==> src/rtl/lsu_pkg.sv <==
// Shared types for the load/store unit: access sizes, FSM states and the
// alignment legality check used at request acceptance.
package lsu_pkg;

  localparam int unsigned WORD_W = 32;
  localparam int unsigned SIZE_W = 2;

  typedef enum logic [SIZE_W-1:0] {
    BYTE = 2'd0,
    HALF = 2'd1,
    WORD = 2'd2
  } acc_size_e;

  typedef enum logic [2:0] {
    IDLE   = 3'd0,
    LOAD   = 3'd1,
    STORE  = 3'd2,
    RMW_RD = 3'd3,
    RMW_WR = 3'd4,
    RESP   = 3'd5
  } lsu_state_e;

  // Size code 3 is never legal; halves need an even address, words a 4-byte one.
  function automatic logic is_bad_access(input logic [SIZE_W-1:0] size,
                                         input logic [1:0]        addr_lo);
    logic bad;
    bad = 1'b1;
    case (size)
      BYTE:    bad = 1'b0;
      HALF:    bad = addr_lo[0];
      WORD:    bad = (addr_lo != 2'b00);
      default: bad = 1'b1;
    endcase
    return bad;
  endfunction

endpackage

==> src/rtl/lsu_lane_align.sv <==
// Combinational lane logic: extracts and extends the addressed byte/half of a
// read word, and merges store data into a read word for sub-word stores.
module lsu_lane_align
  import lsu_pkg::*;
(
  input  logic [1:0]        i_addr_lo,
  input  logic [SIZE_W-1:0] i_size,
  input  logic              i_unsigned,
  input  logic [WORD_W-1:0] i_rdata,
  input  logic [WORD_W-1:0] i_wdata,
  output logic [WORD_W-1:0] o_load_data_c,
  output logic [WORD_W-1:0] o_merge_data_c
);

  logic [7:0]  w_byte;
  logic [15:0] w_half;
  logic        w_sign;

  // Load path: select lane, then sign- or zero-extend.
  always_comb begin
    w_byte        = 8'h00;
    w_half        = 16'h0000;
    w_sign        = 1'b0;
    o_load_data_c = i_rdata;
    case (i_addr_lo)
      2'd0:    w_byte = i_rdata[7:0];
      2'd1:    w_byte = i_rdata[15:8];
      2'd2:    w_byte = i_rdata[23:16];
      default: w_byte = i_rdata[31:24];
    endcase
    w_half = i_addr_lo[1] ? i_rdata[31:16] : i_rdata[15:0];
    case (i_size)
      BYTE: begin
        w_sign        = ~i_unsigned & w_byte[7];
        o_load_data_c = {{24{w_sign}}, w_byte};
      end
      HALF: begin
        w_sign        = ~i_unsigned & w_half[15];
        o_load_data_c = {{16{w_sign}}, w_half};
      end
      default: o_load_data_c = i_rdata;
    endcase
  end

  // Store path: only the addressed lanes take the low bits of the store data.
  always_comb begin
    o_merge_data_c = i_wdata;
    case (i_size)
      BYTE: begin
        o_merge_data_c = i_rdata;
        case (i_addr_lo)
          2'd0:    o_merge_data_c[7:0]   = i_wdata[7:0];
          2'd1:    o_merge_data_c[15:8]  = i_wdata[7:0];
          2'd2:    o_merge_data_c[23:16] = i_wdata[7:0];
          default: o_merge_data_c[31:24] = i_wdata[7:0];
        endcase
      end
      HALF: begin
        o_merge_data_c = i_rdata;
        if (i_addr_lo[1]) o_merge_data_c[31:16] = i_wdata[15:0];
        else              o_merge_data_c[15:0]  = i_wdata[15:0];
      end
      default: o_merge_data_c = i_wdata;
    endcase
  end

endmodule

==> src/rtl/load_store_unit.sv <==
// Single-outstanding load/store unit bridging a core request port to a
// word-wide memory; sub-word stores are done as read-modify-write.
module load_store_unit
  import lsu_pkg::*;
#(
  parameter int unsigned ADDR_SIZE = 32,
  parameter int unsigned DATA_SIZE = 32
) (
  input  logic                 clk,
  input  logic                 rst,
  input  logic                 req_valid,
  output logic                 req_ready,
  input  logic                 req_write,
  input  logic [1:0]           req_size,
  input  logic                 req_unsigned,
  input  logic [ADDR_SIZE-1:0] req_addr,
  input  logic [DATA_SIZE-1:0] req_wdata,
  output logic                 resp_valid,
  output logic [DATA_SIZE-1:0] resp_rdata,
  output logic                 resp_error,
  output logic [ADDR_SIZE-1:0] mem_addr,
  output logic                 mem_write_enable,
  output logic [DATA_SIZE-1:0] mem_write_data,
  input  logic [DATA_SIZE-1:0] mem_read_data,
  output logic                 mem_valid,
  input  logic                 mem_ready
);

  if (DATA_SIZE != 32) begin : g_bad_data_size
    $error("load_store_unit: only DATA_SIZE=32 is supported");
  end

  lsu_state_e           r_state,       w_state_nxt;
  logic [1:0]           r_addr_lo,     w_addr_lo_nxt;
  logic [SIZE_W-1:0]    r_size,        w_size_nxt;
  logic                 r_unsigned,    w_unsigned_nxt;
  logic [DATA_SIZE-1:0] r_wdata,       w_wdata_nxt;
  logic                 r_req_ready;
  logic                 r_resp_valid;
  logic [DATA_SIZE-1:0] r_resp_rdata,  w_resp_rdata_nxt;
  logic                 r_resp_error,  w_resp_error_nxt;
  logic [ADDR_SIZE-1:0] r_mem_addr,    w_mem_addr_nxt;
  logic                 r_mem_valid,   w_mem_valid_nxt;
  logic                 r_mem_we,      w_mem_we_nxt;
  logic [DATA_SIZE-1:0] r_mem_wdata,   w_mem_wdata_nxt;
  logic [WORD_W-1:0]    w_load_data_c;
  logic [WORD_W-1:0]    w_merge_data_c;

  lsu_lane_align u_lane_align (
    .i_addr_lo      (r_addr_lo),
    .i_size         (r_size),
    .i_unsigned     (r_unsigned),
    .i_rdata        (WORD_W'(mem_read_data)),
    .i_wdata        (WORD_W'(r_wdata)),
    .o_load_data_c  (w_load_data_c),
    .o_merge_data_c (w_merge_data_c)
  );

  // Next-state and next-output logic; memory outputs hold unless a transition changes them.
  always_comb begin
    w_state_nxt      = r_state;
    w_addr_lo_nxt    = r_addr_lo;
    w_size_nxt       = r_size;
    w_unsigned_nxt   = r_unsigned;
    w_wdata_nxt      = r_wdata;
    w_resp_rdata_nxt = '0;
    w_resp_error_nxt = 1'b0;
    w_mem_addr_nxt   = r_mem_addr;
    w_mem_valid_nxt  = r_mem_valid;
    w_mem_we_nxt     = r_mem_we;
    w_mem_wdata_nxt  = r_mem_wdata;
    case (r_state)
      IDLE: begin
        if (req_valid) begin
          w_addr_lo_nxt  = req_addr[1:0];
          w_size_nxt     = req_size;
          w_unsigned_nxt = req_unsigned;
          w_wdata_nxt    = req_wdata;
          if (is_bad_access(req_size, req_addr[1:0])) begin
            w_state_nxt      = RESP;
            w_resp_error_nxt = 1'b1;
          end else begin
            w_mem_addr_nxt  = {req_addr[ADDR_SIZE-1:2], 2'b00};
            w_mem_valid_nxt = 1'b1;
            if (!req_write) begin
              w_state_nxt = LOAD;
            end else if (req_size == WORD) begin
              w_state_nxt     = STORE;
              w_mem_we_nxt    = 1'b1;
              w_mem_wdata_nxt = req_wdata;
            end else begin
              w_state_nxt = RMW_RD;
            end
          end
        end
      end
      LOAD: begin
        if (mem_ready) begin
          w_state_nxt      = RESP;
          w_resp_rdata_nxt = DATA_SIZE'(w_load_data_c);
          w_mem_addr_nxt   = '0;
          w_mem_valid_nxt  = 1'b0;
          w_mem_we_nxt     = 1'b0;
          w_mem_wdata_nxt  = '0;
        end
      end
      RMW_RD: begin
        if (mem_ready) begin
          w_state_nxt     = RMW_WR;
          w_mem_we_nxt    = 1'b1;
          w_mem_wdata_nxt = DATA_SIZE'(w_merge_data_c);
        end
      end
      STORE, RMW_WR: begin
        if (mem_ready) begin
          w_state_nxt     = RESP;
          w_mem_addr_nxt  = '0;
          w_mem_valid_nxt = 1'b0;
          w_mem_we_nxt    = 1'b0;
          w_mem_wdata_nxt = '0;
        end
      end
      default: begin
        w_state_nxt     = IDLE;
        w_mem_addr_nxt  = '0;
        w_mem_valid_nxt = 1'b0;
        w_mem_we_nxt    = 1'b0;
        w_mem_wdata_nxt = '0;
      end
    endcase
  end

  always_ff @(posedge clk) begin
    if (!rst) begin
      r_state      <= IDLE;
      r_addr_lo    <= 2'b00;
      r_size       <= '0;
      r_unsigned   <= 1'b0;
      r_wdata      <= '0;
      r_req_ready  <= 1'b1;
      r_resp_valid <= 1'b0;
      r_resp_rdata <= '0;
      r_resp_error <= 1'b0;
      r_mem_addr   <= '0;
      r_mem_valid  <= 1'b0;
      r_mem_we     <= 1'b0;
      r_mem_wdata  <= '0;
    end else begin
      r_state      <= w_state_nxt;
      r_addr_lo    <= w_addr_lo_nxt;
      r_size       <= w_size_nxt;
      r_unsigned   <= w_unsigned_nxt;
      r_wdata      <= w_wdata_nxt;
      r_req_ready  <= (w_state_nxt == IDLE);
      r_resp_valid <= (w_state_nxt == RESP);
      r_resp_rdata <= w_resp_rdata_nxt;
      r_resp_error <= w_resp_error_nxt;
      r_mem_addr   <= w_mem_addr_nxt;
      r_mem_valid  <= w_mem_valid_nxt;
      r_mem_we     <= w_mem_we_nxt;
      r_mem_wdata  <= w_mem_wdata_nxt;
    end
  end

  assign req_ready        = r_req_ready;
  assign resp_valid       = r_resp_valid;
  assign resp_rdata       = r_resp_rdata;
  assign resp_error       = r_resp_error;
  assign mem_addr         = r_mem_addr;
  assign mem_valid        = r_mem_valid;
  assign mem_write_enable = r_mem_we;
  assign mem_write_data   = r_mem_wdata;

endmodule

==> config.mk <==
export PLATFORM = sky130hd
export DESIGN_NAME = load_store_unit
export DESIGN_NICKNAME = d
export VERILOG_FILES = /design/src/rtl/lsu_pkg.sv /design/src/rtl/lsu_lane_align.sv /design/src/rtl/load_store_unit.sv
export SDC_FILE = /design/constraint.sdc
export NUM_CORES = 1
export LEC_CHECK = 0
export CORE_MARGIN = 2
export CORE_UTILIZATION = 43
export CTS_CLUSTER_SIZE = 12
export DETAILED_ROUTE_END_ITERATION = 8
export PLACE_DENSITY_LB_ADDON = 0.08
export REMOVE_ABC_BUFFERS = 1
export SLEW_MARGIN = 10
export SYNTH_ARGS = -nofsm -noshare
export SYNTH_HDL_FRONTEND = slang
export SYNTH_SLANG_ARGS = --single-unit
export TNS_END_PERCENT = 10
==> constraint.sdc <==
create_clock -name clk -period 1.8 [get_ports clk]
set_input_delay 0.54 -clock clk [delete_from_list [all_inputs] [get_ports clk]]
set_output_delay 0.54 -clock clk [all_outputs]
set_load 0.03 [all_outputs]
==> metrics.cfg <==
[status]
run_status = finished, violations left
violations = negative setup slack

[synthesis]
synth_cell_types = 54
synthXorXnorAreaFrac_pct = 0.130
netlist_area_um2 = 6760
synth_top_family_by_area = compound AO/OA/AOI/OAI gates
synthSimpleGateAreaFrac_pct = 15.8
synth-seq-area-share_pct = 41.2
synth_edf_count = 0
async_flop_share_pct = 0
synth-compound-area-share_pct = 28.3
ys_warn_count = 0
synth_mux_area_share_pct = 8.62
ys.flop_type = dfxtp_1
syn_area_per_cell_um2 = 8.78
synthAdderAreaFrac_pct = 0
ys_ff_latch = 139
synthCells = 770

[setup_path]
cp-start-kind = primary input
end_kind = flip-flop
timing_worst_setup_path_type = in2reg
crit_chain = clkdlybuf4s50_1 > buf_4 > o21ai_4 > nand2_2 > o21ai_4 > buf_12 > buf_12 > nand3_1 > a21boi_1
slowest_stage = clkdlybuf4s50_1
max_stage_delay_ps = 450
critPathMaxFanout = 8
required_ps = 2140
arrival_ps = 2160

[power]
peakVddDrop_mv = 0.717
leakagePower_uw = 0.00447
power_density_nw_per_um2 = 1050

[place]
io_buffers = 202
dp_hpwl_um = 16100
place.gp.congestion = 0.942
place_ws_ps = -561
dp.cells = 1194
placed_area_um2 = 9470

[flow_run]
maxCapViolations = 0

[sta]
max_freq_ghz = 0.550
slew_viol_final = 0
timing.final.crit_share_pct = 101
layout_setup_ws_ps = -19.7
finalHoldViolations = 0
min_period_ps = 1820
skew_ps = 16.7
rsz0062_at_grt = true
whs_ps = 444
tns_ps = -77.5
setup_viol = 6

[clock_tree]
numCtsBuffers = 17
h-tree-depth = 4
clk_pin_slew_ps = 60
clockRootBuffer = clkbuf_16
cts_tree = done
clk_latency_ps = 430
numClockSinks = 139
cts_max_path_buffers = 2

[grt]
grt.total_usage_pct = 26.4
grt_pass1_vias = 6492
grt_pass1_wl_um = 34500
antenna_found_initial = 1
gr-total-overflow = 0
grt_max_degree = 75

[floorplanning]
initial_utilization_pct = 44.3
row_count = 45
dieArea_um2 = 16700
core_area_um2 = 15300
ios = 205
fp.dieH_um = 129
die_x_um = 129

[layout]
nets = 1115
final_layout_size_suffix_gt1_share_pct = 18.3
diodes = 0
stdcell_count = 1235
fin_area_um2 = 10200
area_growth_pct = 50.9

[route]
wirelength_um = 23000
vias_per_cell = 5.62
drc = 0
vias = 6937
ant_nets = 0
drt_iter0_drc = 530
first_pass_iters = 5
wl_per_cell_um = 18.7

[min_path]
hold_class = reg2reg

==> kinds of logic after synthesis <==
kind of cell / Yosys count
buf+inv: 82
simple gates: 241
mux: 49
flops: 139
xor+xnor: 1
other cells: 1
compound gates: 257
==> flip-flops by register name, indices dropped and copies added, names as in the netlist <==
name and flops:
resp_error 1, r_size 2, r_addr_lo 2, mem_addr 30, mem_valid 1, mem_write_enable 1
mem_write_data 32, resp_valid 1, resp_rdata 32, r_state 3, r_wdata 32, req_ready 1
r_unsigned 1
==> worst max-delay path, delay by kind of cell <==
family	cells	cell delay, ps
buf+inv	4	890
compound gates	3	520
simple gates	2	190
==> repair_timing <==
item                                    in CTS  in global routing
setup buffers                                0                  7
resized for setup                          109                 40
hold buffers                                 0                  0
gates cloned                                 0                  3
endpoints found under the setup margin     166                 92
pin swaps                                    1                 17
==> routing by layer <==
layer	vias to the layer above	global-route usage (%)	wire length, µm
met1	3351	35.2	10100
li1	3275	-	-
met3	34	6.15	1590
met4	2	7.16	310
met5	-	0	13
met2	275	43.1	11100
==> synth_stat cells (all sizes together) (2+ instances only) <==
library cell	count	share of area, %
nor2	33	1.9
o211a	10	1.5
and3	2	0.19
inv	7	0.39
o211ai	8	0.89
and2	2	0.19
nand2b	4	0.37
a22oi	9	1.0
o21a	2	0.22
o21ai	39	2.9
dfxtp	139	41
nor3	2	0.31
clkbuf	35	1.9
nor4b	2	0.48
a21oi	50	3.7
a222oi	8	1.2
nand3	32	2.4
o22ai	9	0.83
or2	2	0.19
a2111oi	7	0.91
mux4	4	1.3
nor2b	10	0.93
mux2	34	5.7
nand2	146	8.1
a32oi	12	1.6
mux2i	11	1.6
a221oi	26	4.9
nand3b	2	0.22
buf	40	3.7
a21boi	71	7.9
==> power breakdown <==
part | internal [µW] | total [µW] | switching (µW)
combinational | 1520 | 3590 | 2070
sequential | 3440 | 3670 | 232
clock | 2100 | 3410 | 1310
==> area by class of cell <==
class / instances / area (µm²)
inverter: 7 / 26.3
clock inverter: 8 / 92.6
clock buffer: 24 / 472
sequential: 139 / 2790
tap: 211 / 264
timing repair buffer: 296 / 2860
multi-input combinational: 550 / 3700
fill: 1274 / 5060
==> final timing paths <==
| kind | start | end | slack, ps | cells after the start |
|---|---|---|---|---|
| max | req_size[1] | mem_addr[31] | -20 | 9 |
| min | mem_addr[3] | mem_addr[3] | 440 | 2 |
| max reg2reg | r_addr_lo[1] | resp_rdata[10] | 30 | 6 |
| min reg2reg | mem_addr[3] | mem_addr[3] | 440 | 2 |
==> layout by cell type, fill, tap and decap left out, drive strengths merged, types with 4 or more instances in the layout <==
master / count
o211a: 10
a221oi: 26
nand3: 32
nor2b: 10
a2111oi: 7
mux2: 34
o211ai: 8
a22oi: 9
dlymetal6s2s: 9
a32oi: 12
buf: 93
a21oi: 50
mux4: 4
nor2: 33
clkdlybuf4s50: 93
dfxtp: 139
o22ai: 9
clkinv: 5
a222oi: 8
dlygate4sd2: 98
clkbuf: 26
nand2b: 4
o21ai: 39
nand2: 146
mux2i: 11
inv: 7
a21boi: 71
==> per-stage QoR <==
stage | util [%] | power (µW)
final | 66.9 | 10700
after global placement | 62.1 | 7180
after floorplan | - | 5530
after global routing | 66.9 | 11100
after detailed placement | 62.1 | 7250
after CTS | 65.1 | 10500
No activity file was read; power rests on OpenSTA's default activity.
==> edit 1 (config.mk and constraints unchanged) <==
Register the output `resp_error` once more, cleared by the reset; this adds one clock of latency there. The other outputs are not delayed to match.
--- a/src/rtl/load_store_unit.sv
+++ b/src/rtl/load_store_unit.sv
@@ -165,7 +165,13 @@
   assign req_ready        = r_req_ready;
   assign resp_valid       = r_resp_valid;
   assign resp_rdata       = r_resp_rdata;
-  assign resp_error       = r_resp_error;
+  always_ff @(posedge clk) begin
+    if (!rst) begin
+      resp_error <= '0;
+    end else begin
+      resp_error <= r_resp_error;
+    end
+  end
   assign mem_addr         = r_mem_addr;
   assign mem_valid        = r_mem_valid;
   assign mem_write_enable = r_mem_we;
Behaviour: not the same (a bounded check fails within 4 cycles, from zero or initial values and one cycle with rst low).
==> edit 1 against the unedited design <==
  * Non-clock buffer count down 2
  * Total power shrank 0.96%
  * Highest routed layer is now met4
  * Register-to-register slack better by 0.04 ns
  * Die area rose by 0.43%
  * Via count shrank 1.2%
  * Sequential cell count increased by 1
  * Largest cell class unchanged
  * Worst setup slack gained 0.083 ns
  * Critical path type is now flip-flop to output port
  * Cell count up 0.24%
  * Hold slack got worse by 0.0099 ns
  * Synthesized area rose by 0.44%
  * Wire length is 0.18% lower
  * Cell area shrank 0.37%
  * Combinational power is essentially flat
==> edit 1: results (changes against the unedited design) <==
| Metric | Value |
|---|---|
| First-pass GRT wire length | 34990 um (was 34450 um) |
| DRT iter0 DRCs | 598 (was 530) |
| Fill count | 1299 (was 1274) |
| Detailed placer's ending HPWL | 16080 um (was 16140 um) |
| GRT met3 Usage | 0.05822 (was 0.06152) |
| Crit path arrival time | 1.20 ns (was 2.16 ns) |
| Met1 usage in global routing | 0.3560 (was 0.3517) |
| Setup skew after layout | 0.003596 ns (was 0.01670 ns) |
| 1st-pass router iterations | 5 (unchanged) |
| Max VDD drop | 0.0007139 V (was 0.0007167 V) |
| Status | finished clean (was finished with violations) |
| Static leakage | 4.407 nW (was 4.472 nW) |
| Ratio of cells with drive above 1 in the final layout | 0.1870 (was 0.1826) |
| Global placement routability congestion | 0.8950 (was 0.9423) |
| Post-synthesis sequential area ratio | 0.4128 (was 0.4116) |
| CP max stage cell | dlygate4sd2_1 (was clkdlybuf4s50_1) |
| Routed length per placed instance | 18.58 um (was 18.66 um) |
| CP peak stage delay | 0.42 ns (was 0.45 ns) |
| Dpl cell area | 9525 um^2 (was 9473 um^2) |
| Vias in the first global route | 6679 (was 6492) |
| GR Util met2 | 0.4296 (was 0.4307) |
| Worst Path Max Fanout | 1 (was 8) |
| Top cells by area, synth | dfxtp_1, nand2_1, a21boi_0, a221oi_2, mux2_2 (was dfxtp_1, nand2_1, a21boi_1, a221oi_2, a21oi_1) |
| Initial antenna violation count | 0 (was 1) |
| Largest net degree at the start of global routing | 68 (was 75) |
| DR vias | 6857 (was 6937) |
| Yosys cell types | 55 (was 54) |
| Total GRT Usage | 0.2688 (was 0.2638) |
| Post-place setup slack | -0.5670 ns (was -0.5614 ns) |
| Final Net Count | 1119 (was 1115) |
| Most frequent cells after synthesis | dfxtp_1, nand2_1, a21oi_1, nor2_1 (was nand2_1, dfxtp_1, a21boi_1, a21oi_1, clkbuf_1) |
[edit 1: cell count changes in the layout (fill, tap and decap cells not counted), sizes merged, moves of 9 or more]
cell,delta
a221oi,+10
nor2,+9
o211a,-9
a22oi,+11
mux2i,+9
nand2,-10
[edit 1: where the power goes]
group / total [W] / switching [W] / internal [W]
registers: 0.00370 / 0.000237 / 0.00346
logic: 0.00359 / 0.00208 / 0.00150
clock network: 0.00328 / 0.00129 / 0.00199
[edit 1: layout make-up]
type	count	area share
tap	211	0.02597
clock buffer	24	0.04739
clock inverter	7	0.006401
multi-input combinational	553	0.3624
timing repair buffer	294	0.2779
inverter	9	0.003324
sequential	140	0.2766
[edit 1: logic make-up (layout without fill, tap and decap cells)]
kind of cell | after synthesis | count (layout) | share of synthesized area
buf+inv | 85 | 334 | 0.06081
other cells | 1 | 2 | 0.0005523
xor+xnor | 1 | 1 | 0.001290
compound gates | 253 | 253 | 0.2746
flops | 140 | 140 | 0.4128
mux | 51 | 51 | 0.08753
simple gates | 246 | 246 | 0.1625
[edit 1: final timing paths]
| path | slack [ns] | end | depth (start not counted) | from |
|---|---|---|---|---|
| setup reg to reg | 0.07 | mem_addr[25]$_SDFFE_PN0P_ | 8 | r_state[2]$_SDFF_PN0_ |
| setup / recovery | 0.06 | resp_rdata[31] | 1 | resp_rdata[31]$_SDFF_PN0_ |
| hold reg to reg | 0.43 | resp_error$_SDFF_PN0_ | 1 | r_resp_error$_SDFF_PN0_ |
| hold / removal | 0.43 | resp_error$_SDFF_PN0_ | 1 | r_resp_error$_SDFF_PN0_ |
[edit 1: per-stage QoR]
step | utilization | cells
CTS | 0.6525 | 1234
global placement | 0.6220 | 1203
global route | 0.6637 | 1238
floorplan | - | 702
finish | 0.6637 | 1238
detailed placement | 0.6220 | 1203
[edit 1: layer usage]
layer | vias to the layer above | wire length (um) | share of wire
met3 | 46 | 1708 | 0.074
met5 | - | 0 | 0
met1 | 3253 | 9999 | 0.43
met4 | 0 | 559 | 0.024
li1 | 3268 | - | -
met2 | 290 | 10740 | 0.47
[edit 1: what timing repair did]
action | CTS | global route
cloned | 0 | 3
gates resized for setup | 113 | 33
hold buffers | 0 | 0
buffers inserted | 0 | 1
endpoints found under the setup margin | 156 | 87
pin swaps | 1 | 5
==> edit 2 (same settings) <==
Made on the original files. `ADDR_SIZE`: 32 -> 64.
--- a/src/rtl/load_store_unit.sv
+++ b/src/rtl/load_store_unit.sv
@@ -3,7 +3,7 @@
 module load_store_unit
   import lsu_pkg::*;
 #(
-  parameter int unsigned ADDR_SIZE = 32,
+  parameter int unsigned ADDR_SIZE = 64,
   parameter int unsigned DATA_SIZE = 32
 ) (
   input  logic                 clk,
Ports: changed (resized mem_addr and req_addr); port bits go from 205 to 269. No check against the original RTL was run, so the function may have changed too.
==> edit 2 against the unedited design <==
  * Wire length up 15%
  * Count of clock-buffer cells in the layout shrank 3
  * Critical path depth fell by 4
  * Worst setup slack better by 0.056 ns
  * Fmax rose by 3.2%
  * Sequential cell count grew 32
  * Synthesized area rose by 15%
  * Cell area grew 16%
  * Total power up 20%
  * Largest power group is now combinational cells
  * Highest routed layer unchanged
==> edit 2: results (changes against the unedited design) <==
| Metric | Value |
|---|---|
| Status | finished clean (was finished with violations) |
| Static leakage | 5.130 nW (was 4.472 nW) |
| Total GRT Usage | 0.2657 (was 0.2638) |
| Vias in the first global route | 7421 (was 6492) |
| PortBufs | 266 (was 202) |
| HP Start | mem_addr[5]$_SDFFE_PN0P_ (was mem_addr[3]$_SDFFE_PN0P_) |
| Max VDD drop | 0.0006905 V (was 0.0007167 V) |
| Top cells by area, synth | dfxtp_1, nand2_1, a21boi_1, mux2i_1, nand3_1 (was dfxtp_1, nand2_1, a21boi_1, a221oi_2, a21oi_1) |
| CP peak stage delay | 0.49 ns (was 0.45 ns) |
| Ratio of cells with drive above 1 in the final layout | 0.1477 (was 0.1826) |
| DR vias | 7984 (was 6937) |
| 1st-pass router iterations | 6 (was 5) |
| Worst Path Max Fanout | 7 (was 8) |
| Synthesized area per cell | 8.474 um^2 (was 8.780 um^2) |
| CTS buffer count | 17 (unchanged) |
| Final Net Count | 1342 (was 1115) |
| First-pass GRT wire length | 40800 um (was 34450 um) |
| Fill count | 1516 (was 1274) |
| Post-synthesis sequential area ratio | 0.4415 (was 0.4116) |
| Setup skew after layout | 0.007487 ns (was 0.01670 ns) |
| Detailed placer's ending HPWL | 18310 um (was 16140 um) |
| Most frequent cells after synthesis | nand2_1, dfxtp_1, nand3_1, clkbuf_1, a21boi_1 (was nand2_1, dfxtp_1, a21boi_1, a21oi_1, clkbuf_1) |
| Global placement routability congestion | 0.9366 (was 0.9423) |
| DRT iter0 DRCs | 538 (was 530) |
| R2R Setup Slk | 0.04 ns |
| R2R Path End | mem_write_data[4]$_SDFFE_PN0P_ (was resp_rdata[10]$_SDFF_PN0_) |
| Critical R2R Launch | r_addr_lo[0]$_SDFFE_PN0P_ (was r_addr_lo[1]$_SDFFE_PN0P_) |
| Yosys cell types | 46 (was 54) |
| Hold EP | mem_addr[5]$_SDFFE_PN0P_ (was mem_addr[3]$_SDFFE_PN0P_) |
| Largest net degree at the start of global routing | 62 (was 75) |
| Crit path arrival time | 2.09 ns (was 2.16 ns) |
[edit 2: worst max path at each step]
stage                                       to  slack [ns]  depth (start not counted)
3_5_place_dp   mem_write_data[30]$_SDFFE_PN0P_       -0.71                          7
2_1_floorplan  mem_write_data[10]$_SDFFE_PN0P_       -4.25                          3
5_1_grt         mem_write_data[4]$_SDFFE_PN0P_       -0.04                          6
3_3_place_gp   mem_write_data[30]$_SDFFE_PN0P_       -0.71                          7
6_report             resp_rdata[11]$_SDFF_PN0_        0.04                          5
4_1_cts               mem_addr[2]$_SDFFE_PN0P_       -0.08                          6
[edit 2: kinds of logic after synthesis]
kind of cell    share of synthesized area
simple gates                       0.1717
compound gates                     0.2479
mux                               0.07843
buf+inv                           0.05890
other cells                     0.0004836
xor+xnor                         0.001130
flops                              0.4415
[edit 2: worst reg2reg max path: cells and delay by family (launching register included)]
kind            cells  cell delay, ns
mux                 1            0.38
buf+inv             1            0.18
simple gates        2            0.28
compound gates      2            0.45
flops               1            0.38
[edit 2: timing repair]
item,in CTS,in global routing
gates resized for setup,156,35
endpoints found under the setup margin,269,136
buffers inserted,0,3
hold buffers,0,0
gates cloned,0,5
pin swaps,26,13
endpoints found under the hold margin,0,0
[edit 2: layer usage]
metal  global-route usage  vias up  wire (um)
met2               0.4190      318      12260
met1               0.3631     3778      11820
met4              0.09130        2        607
met5                    0        -          8
li1                     -     3839          -
met3              0.05646       47       1885
[edit 2: where the power goes]
| part | switching [W] | total [W] | internal (W) |
|---|---|---|---|
| clock | 0.00160 | 0.00363 | 0.00204 |
| sequential | 0.000261 | 0.00451 | 0.00425 |
| combinational | 0.00276 | 0.00466 | 0.00190 |
| total | 0.00462 | 0.0128 | 0.00819 |
[edit 2: final cells by class]
| cell class | count | area share |
|---|---|---|
| inverters | 8 | 0.002531 |
| multi-input cells | 646 | 0.3436 |
| repair buffers | 362 | 0.2920 |
| well taps | 229 | 0.02415 |
| clock inverters | 11 | 0.009280 |
| flip-flops and latches | 171 | 0.2888 |
| clock buffers | 21 | 0.03965 |
[edit 2: through the flow]
step	total power (W)	setup slack [ns]	util	hold WS (ns)	instance area (um^2)
global placement	0.009061	-0.7115	0.6210	0.4350	11080
finish	0.01280	0.03641	0.6651	0.4445	11870
detailed placement	0.009093	-0.7139	0.6210	0.4415	11080
CTS	0.01251	-0.07736	0.6491	0.4483	11580
floorplan	0.006590	-4.249	-	0.4435	7331
global route	0.01339	-0.03666	0.6651	0.4638	11870
